[src/rtl/detector_jogada_pkg.sv]
// Shared definitions for the play detector.
//   estado_t        : FSM state encoding, also shown on the debug display
//   LARGURA_CHAVES  : number of player switches
//   mais_de_um_bit  : true when a switch code has more than one bit set
package detector_jogada_pkg;

  localparam int LARGURA_CHAVES = 4;

  typedef enum logic [1:0] {
    ESPERA         = 2'd0,
    FILTRA_PRESSAO = 2'd1,
    PRESSIONADO    = 2'd2,
    FILTRA_SOLTURA = 2'd3
  } estado_t;

  function automatic logic mais_de_um_bit(input logic [LARGURA_CHAVES-1:0] v);
    int n;
    n = 0;
    for (int i = 0; i < LARGURA_CHAVES; i++) begin
      if (v[i]) n++;
    end
    return (n > 1);
  endfunction

endpackage

[src/rtl/detector_jogada_sincronizador_2ff.sv]
// Two-flop synchronizer for asynchronous inputs, synchronous active-high reset.
//   clk_i   : clock
//   rst_i   : synchronous reset, clears both stages
//   dado_i  : asynchronous input bus
//   dado_o  : synchronized output bus (two-cycle latency)
module sincronizador_2ff #(
  parameter int LARGURA = 4
) (
  input  logic               clk_i,
  input  logic               rst_i,
  input  logic [LARGURA-1:0] dado_i,
  output logic [LARGURA-1:0] dado_o
);

  logic [LARGURA-1:0] estagio1_q;
  logic [LARGURA-1:0] estagio2_q;

  always_ff @(posedge clk_i) begin
    if (rst_i) begin
      estagio1_q <= '0;
      estagio2_q <= '0;
    end else begin
      estagio1_q <= dado_i;
      estagio2_q <= estagio1_q;
    end
  end

  assign dado_o = estagio2_q;

endmodule

[src/rtl/detector_jogada.sv]
// Debounced play detector for four player switches.
// Build option: define JOGADA_SOLTURA_EN to emit the play pulse on filtered
// release instead of on filtered press.
//
// state          | meaning
// ESPERA         | no switch pressed, waiting
// FILTRA_PRESSAO | switches nonzero, waiting for them to settle
// PRESSIONADO    | play accepted and still held
// FILTRA_SOLTURA | switches released, waiting for release to settle
//
// Ports:
//   clock        : single clock, rising edge
//   reset        : synchronous active-high reset
//   chaves       : raw, bouncing player switches
//   jogada       : one-cycle pulse for each accepted play
//   jogada_valor : switch code of the last accepted play
//   pressionado  : high while a play is held
//   multipla     : jogada_valor has more than one bit set
//   db_estado    : zero-extended state code for the debug display
module detector_jogada
  import detector_jogada_pkg::*;
#(
  parameter int DEBOUNCE_CICLOS = 50000
) (
  input  logic                      clock,
  input  logic                      reset,
  input  logic [LARGURA_CHAVES-1:0] chaves,
  output logic                      jogada,
  output logic [LARGURA_CHAVES-1:0] jogada_valor,
  output logic                      pressionado,
  output logic                      multipla,
  output logic [3:0]                db_estado
);

  localparam int CW = $clog2(DEBOUNCE_CICLOS + 1);
  localparam logic [CW-1:0] CONT_MAX  = CW'(DEBOUNCE_CICLOS);
  localparam logic [CW-1:0] CONT_ALVO = CW'(DEBOUNCE_CICLOS - 1);

  logic [LARGURA_CHAVES-1:0] s_sinc;
  logic [LARGURA_CHAVES-1:0] s_ant_q;
  logic [CW-1:0]             cont_q, cont_d;
  estado_t                   estado_q, estado_d;
  logic [LARGURA_CHAVES-1:0] valor_q, valor_d;
  logic                      jogada_q, jogada_d;
  logic                      mudou;
  logic                      estavel;
  logic                      s_zero;
`ifdef JOGADA_SOLTURA_EN
  logic [LARGURA_CHAVES-1:0] captura_q, captura_d;
`endif

  sincronizador_2ff #(
    .LARGURA(LARGURA_CHAVES)
  ) u_sinc (
    .clk_i (clock),
    .rst_i (reset),
    .dado_i(chaves),
    .dado_o(s_sinc)
  );

  // Filter counter restarts on any change of the synchronized value and
  // saturates so a long-stable input never wraps back into a false "stable".
  always_comb begin
    mudou   = (s_sinc != s_ant_q);
    s_zero  = (s_sinc == '0);
    estavel = !mudou && (cont_q >= CONT_ALVO);
    if (mudou) begin
      cont_d = '0;
    end else if (cont_q == CONT_MAX) begin
      cont_d = cont_q;
    end else begin
      cont_d = cont_q + CW'(1);
    end
  end

  always_comb begin
    estado_d = estado_q;
    valor_d  = valor_q;
    jogada_d = 1'b0;
`ifdef JOGADA_SOLTURA_EN
    captura_d = captura_q;
`endif
    case (estado_q)
      ESPERA: begin
        if (!s_zero) estado_d = FILTRA_PRESSAO;
      end
      FILTRA_PRESSAO: begin
        if (s_zero) begin
          estado_d = ESPERA;
        end else if (estavel) begin
          estado_d = PRESSIONADO;
`ifdef JOGADA_SOLTURA_EN
          captura_d = s_sinc;
`else
          valor_d  = s_sinc;
          jogada_d = 1'b1;
`endif
        end
      end
      PRESSIONADO: begin
        if (s_zero) estado_d = FILTRA_SOLTURA;
      end
      FILTRA_SOLTURA: begin
        if (!s_zero) begin
          estado_d = PRESSIONADO;
        end else if (estavel) begin
          estado_d = ESPERA;
`ifdef JOGADA_SOLTURA_EN
          valor_d  = captura_q;
          jogada_d = 1'b1;
`endif
        end
      end
      default: estado_d = ESPERA;
    endcase
  end

  always_ff @(posedge clock) begin
    if (reset) begin
      s_ant_q  <= '0;
      cont_q   <= '0;
      estado_q <= ESPERA;
      valor_q  <= '0;
      jogada_q <= 1'b0;
`ifdef JOGADA_SOLTURA_EN
      captura_q <= '0;
`endif
    end else begin
      s_ant_q  <= s_sinc;
      cont_q   <= cont_d;
      estado_q <= estado_d;
      valor_q  <= valor_d;
      jogada_q <= jogada_d;
`ifdef JOGADA_SOLTURA_EN
      captura_q <= captura_d;
`endif
    end
  end

  assign jogada       = jogada_q;
  assign jogada_valor = valor_q;
  assign multipla     = mais_de_um_bit(valor_q);
  assign pressionado  = (estado_q == PRESSIONADO) || (estado_q == FILTRA_SOLTURA);
  assign db_estado    = {2'b00, estado_q};

endmodule

[config.mk]
export PLATFORM = sky130hd
export DESIGN_NAME = detector_jogada
export DESIGN_NICKNAME = d
export VERILOG_FILES = /design/src/rtl/detector_jogada_pkg.sv /design/src/rtl/detector_jogada_sincronizador_2ff.sv /design/src/rtl/detector_jogada.sv
export SDC_FILE = /design/constraint.sdc
export NUM_CORES = 1
export LEC_CHECK = 0
export ABC_AREA = 1
export BUFFER_PORTS_ARGS = -buffer_cell sky130_fd_sc_hd__clkbuf_2
export CORE_AREA = 5 5 70 65
export CTS_CLUSTER_DIAMETER = 100
export DETAILED_ROUTE_END_ITERATION = 7
export DIE_AREA = 0 0 75 70
export GPL_ROUTABILITY_DRIVEN = 0
export PLACE_DENSITY = 0.67
export SYNTH_ARGS = -nofsm -noshare
export SYNTH_HDL_FRONTEND = slang
export SYNTH_HIERARCHICAL = 1
export SYNTH_SLANG_ARGS = --single-unit
[constraint.sdc]
create_clock -name clock -period 4.35 [get_ports clock]
set_clock_uncertainty 0.2 [all_clocks]
set_input_delay 0.6525 -clock clock [delete_from_list [all_inputs] [get_ports clock]]
set_output_delay 0.6525 -clock clock [all_outputs]
set_load 0.01 [all_outputs]
==> impl_metrics.env <==
export IMPL_power_density_nw_per_um2=363
export IMPL_period_share_pct=58.6
export IMPL_clock_power_share_pct=47.8
export IMPL_route_vias_total=1365
export IMPL_setup_tns_ns=0
export IMPL_drtAntennaViolNets=0
export IMPL_final_util_pct=54.2
export IMPL_cts_buffer_depth=2
export IMPL_critPathMaxStageDelay_ns=0.39
export IMPL_start_util_pct=48.3
export IMPL_leakagePower_nw=0.905
export IMPL_avgSynthCellArea_um2=7.59
export IMPL_path_cells="inv_1, ha_1, xor2_1, a21oi_1, o21ai_0, nand3_1, clkbuf_2"
export IMPL_clockRootBuffer="clkbuf_8"
export IMPL_antenna_found_initial=0
export IMPL_ys_seq_area_share_pct=39.1
export IMPL_yosys_warnings=6
export IMPL_pwr_share_comb_pct=6.8
export IMPL_worst_setup_path_end_kind="output port"
export IMPL_cp_start_kind="flip-flop"
export IMPL_drt_total_wl_um=2880
export IMPL_overflow=0
export IMPL_ys_top_cells_by_area="dfxtp_1 (39%), inv_1 (9.2%), nand2_1 (8.4%)"
export IMPL_die_h_um=70
export IMPL_min_period_ns=2.55
export IMPL_netlist_area_um2=1790
export IMPL_drv_cap=0
export IMPL_worst_setup_path_type="reg -> out"
export IMPL_area_growth_pct=12.2
export IMPL_ys_types=31
export IMPL_routedWlPerCell_um=9.60
export IMPL_routed_via_density=4.55
export IMPL_grtUsageTotal_pct=12.9
export IMPL_cts_buffers=5
export IMPL_drv_slew=0
export IMPL_drt_iter0_markers=49
export IMPL_dp_cells=292
export IMPL_synth_seq_cells=35
export IMPL_yosys_area_top_type="dfxtp_1"
export IMPL_first_pass_iters=4
export IMPL_postCtsSetupBuffers=0
export IMPL_netlist_instances=236
export IMPL_clock_fmax_mhz=392
export IMPL_ctsHoldBuffers=0
export IMPL_arrival_ns=1.70
export IMPL_p_sw_mw=0.155
export IMPL_dp_hpwl_um=2230
export IMPL_synth_top_cell_area_share_pct=39.1
export IMPL_placed_cell_area_um2=1870
export IMPL_rsz0062_at_grt="no"
export IMPL_layout_nets=265
export IMPL_row_count=21
export IMPL_crit_fanout=4
export IMPL_fin_area_um2=2010
export IMPL_numClockSinks=35
export IMPL_die_x_um=75
export IMPL_ys_flop_type="dfxtp_1"
export IMPL_finalSetupViolations=0
export IMPL_grt_pass1_wl_um=5320
export IMPL_worstHoldStart="u_sinc/estagio1_q[3]"
export IMPL_drc=0
export IMPL_outcome="completed"
export IMPL_core_um2=3700
export IMPL_critical_path_top_delay_family="flip-flops"
export IMPL_antenna_cells=0
export IMPL_grt_max_degree=15
export IMPL_io_pins=17
export IMPL_synth_edff_count=0
export IMPL_stdcell_count=300
export IMPL_numPortBuffers=14
export IMPL_whs_ns=0.201
export IMPL_p_int_mw=0.573
export IMPL_p_seq_share_pct=45.5
export IMPL_ir_drop_uv=282
export IMPL_crit_buf_inv=2
export IMPL_critPathRequiredTime_ns=3.50
export IMPL_layout_drive_gt1_share_pct=22.0
export IMPL_swShare_pct=21.3
export IMPL_cpMaxStageDelayCell="dfxtp_1"
export IMPL_worstHoldPathType="reg -> reg"
export IMPL_rr_startpoint="cont_q[0]"
export IMPL_grt_pass1_vias=1218
export IMPL_hold_viol=0
export IMPL_clk_pin_slew_ns=0.07
export IMPL_htreeDepth=2
export IMPL_ctsResizeCount=0
export IMPL_setup_worst_path_start="jogada_valor[0]"
export IMPL_cts_tree="built"
export IMPL_clk_latency_ns=0.28
export IMPL_die_area_um2=5250
export IMPL_async_flop_share_pct=0
[final cells by class]
type	instances	area (um^2)
Clock buffer	5	68.8
Clock inverter	3	67.6
Fill cell	378	1700
Inverter	48	185
Multi-Input combinational cell	149	858
Sequential cell	35	701
Tap cell	46	57.6
Timing Repair Buffer	14	70.1
[layer usage]
metal / GRT usage [%] / vias to the layer above / share of wire [%] / routed length [um]
li1: - / 767 / - / -
met1: 19.2 / 573 / 53 / 1520
met2: 16.8 / 20 / 41 / 1180
met3: 3.44 / 5 / 4.8 / 137
met4: 5.93 / 0 / 1.5 / 42
met5: 0 / - / 0 / 0
[final timing paths]
check / to / slack, ns / cells after the start
max: multipla / 1.80 / 7
min: u_sinc/dado_o[3] / 0.20 / 2
max reg2reg: cont_q[12] / 2.50 / 8
min reg2reg: u_sinc/dado_o[3] / 0.20 / 2
[Yosys cell counts (all sizes together) (2+ instances only)]
cell,number
inv,47
nand2,46
dfxtp,35
nor2,30
a21oi,17
nand3,13
o21ai,13
nand4,7
ha,6
nor3,6
buf,4
o21a,2
xnor2,2
xor2,2
[metrics by stage]
step	setup WS (ns)	power, mW
global placement	2.16	0.388
global route	1.66	0.761
CTS	1.78	0.737
floorplan	2.21	0.384
finish	1.80	0.729
detailed placement	2.10	0.389
[sequential cells by signal (all words and copies together), names as in the netlist, named ones only]
register           flops
u_sinc/estagio1_q      4
cont_q                16
jogada_valor           4
s_ant_q                4
estado_q               1
u_sinc/dado_o          4
jogada                 1
[worst reg2reg max path: cells and delay by family, from the launching register on]
kind,cells,cell delay [ns]
flops,1,0.43
simple gates,5,0.58
fa+ha+maj,1,0.20
buf+inv,1,0.18
xor+xnor,1,0.15
[power by group through the flow]
stage | sequential [mW] | combinational, mW | clock [mW]
2_1_floorplan | 0.338 | 0.0460 | 0
3_3_place_gp | 0.339 | 0.0495 | 0
3_5_place_dp | 0.339 | 0.0499 | 0
4_1_cts | 0.331 | 0.0502 | 0.356
5_1_grt | 0.332 | 0.0569 | 0.372
6_report | 0.331 | 0.0495 | 0.348
[cell families after synthesis]
family / after synthesis / share of synthesized area, %
XOR/XNOR: 4 / 1.96
buffers and inverters: 53 / 13.1
adder cells (fa/ha/maj): 6 / 4.19
AND/OR/NAND/NOR: 104 / 27.9
AO/OA/AOI/OAI: 33 / 13.5
flip-flops: 35 / 39.1
other: 1 / 0.209
[placed cells by master (no fill, tap or decap), drive strengths merged]
master	netlist	routed
nor3	6	6
a21oi	17	17
clkinvlp	0	1
ha	6	6
bufinv	0	2
nand4	7	7
and3	1	1
nand3	13	13
nor2	30	30
clkbuf	1	19
dfxtp	35	35
o221ai	1	1
inv	47	47
clkinv	1	1
nand3b	1	1
o21a	2	2
conb	1	2
xnor2	2	2
o21ai	13	13
xor2	2	2
nand2	46	46
Power figures use the tool's default switching activity.
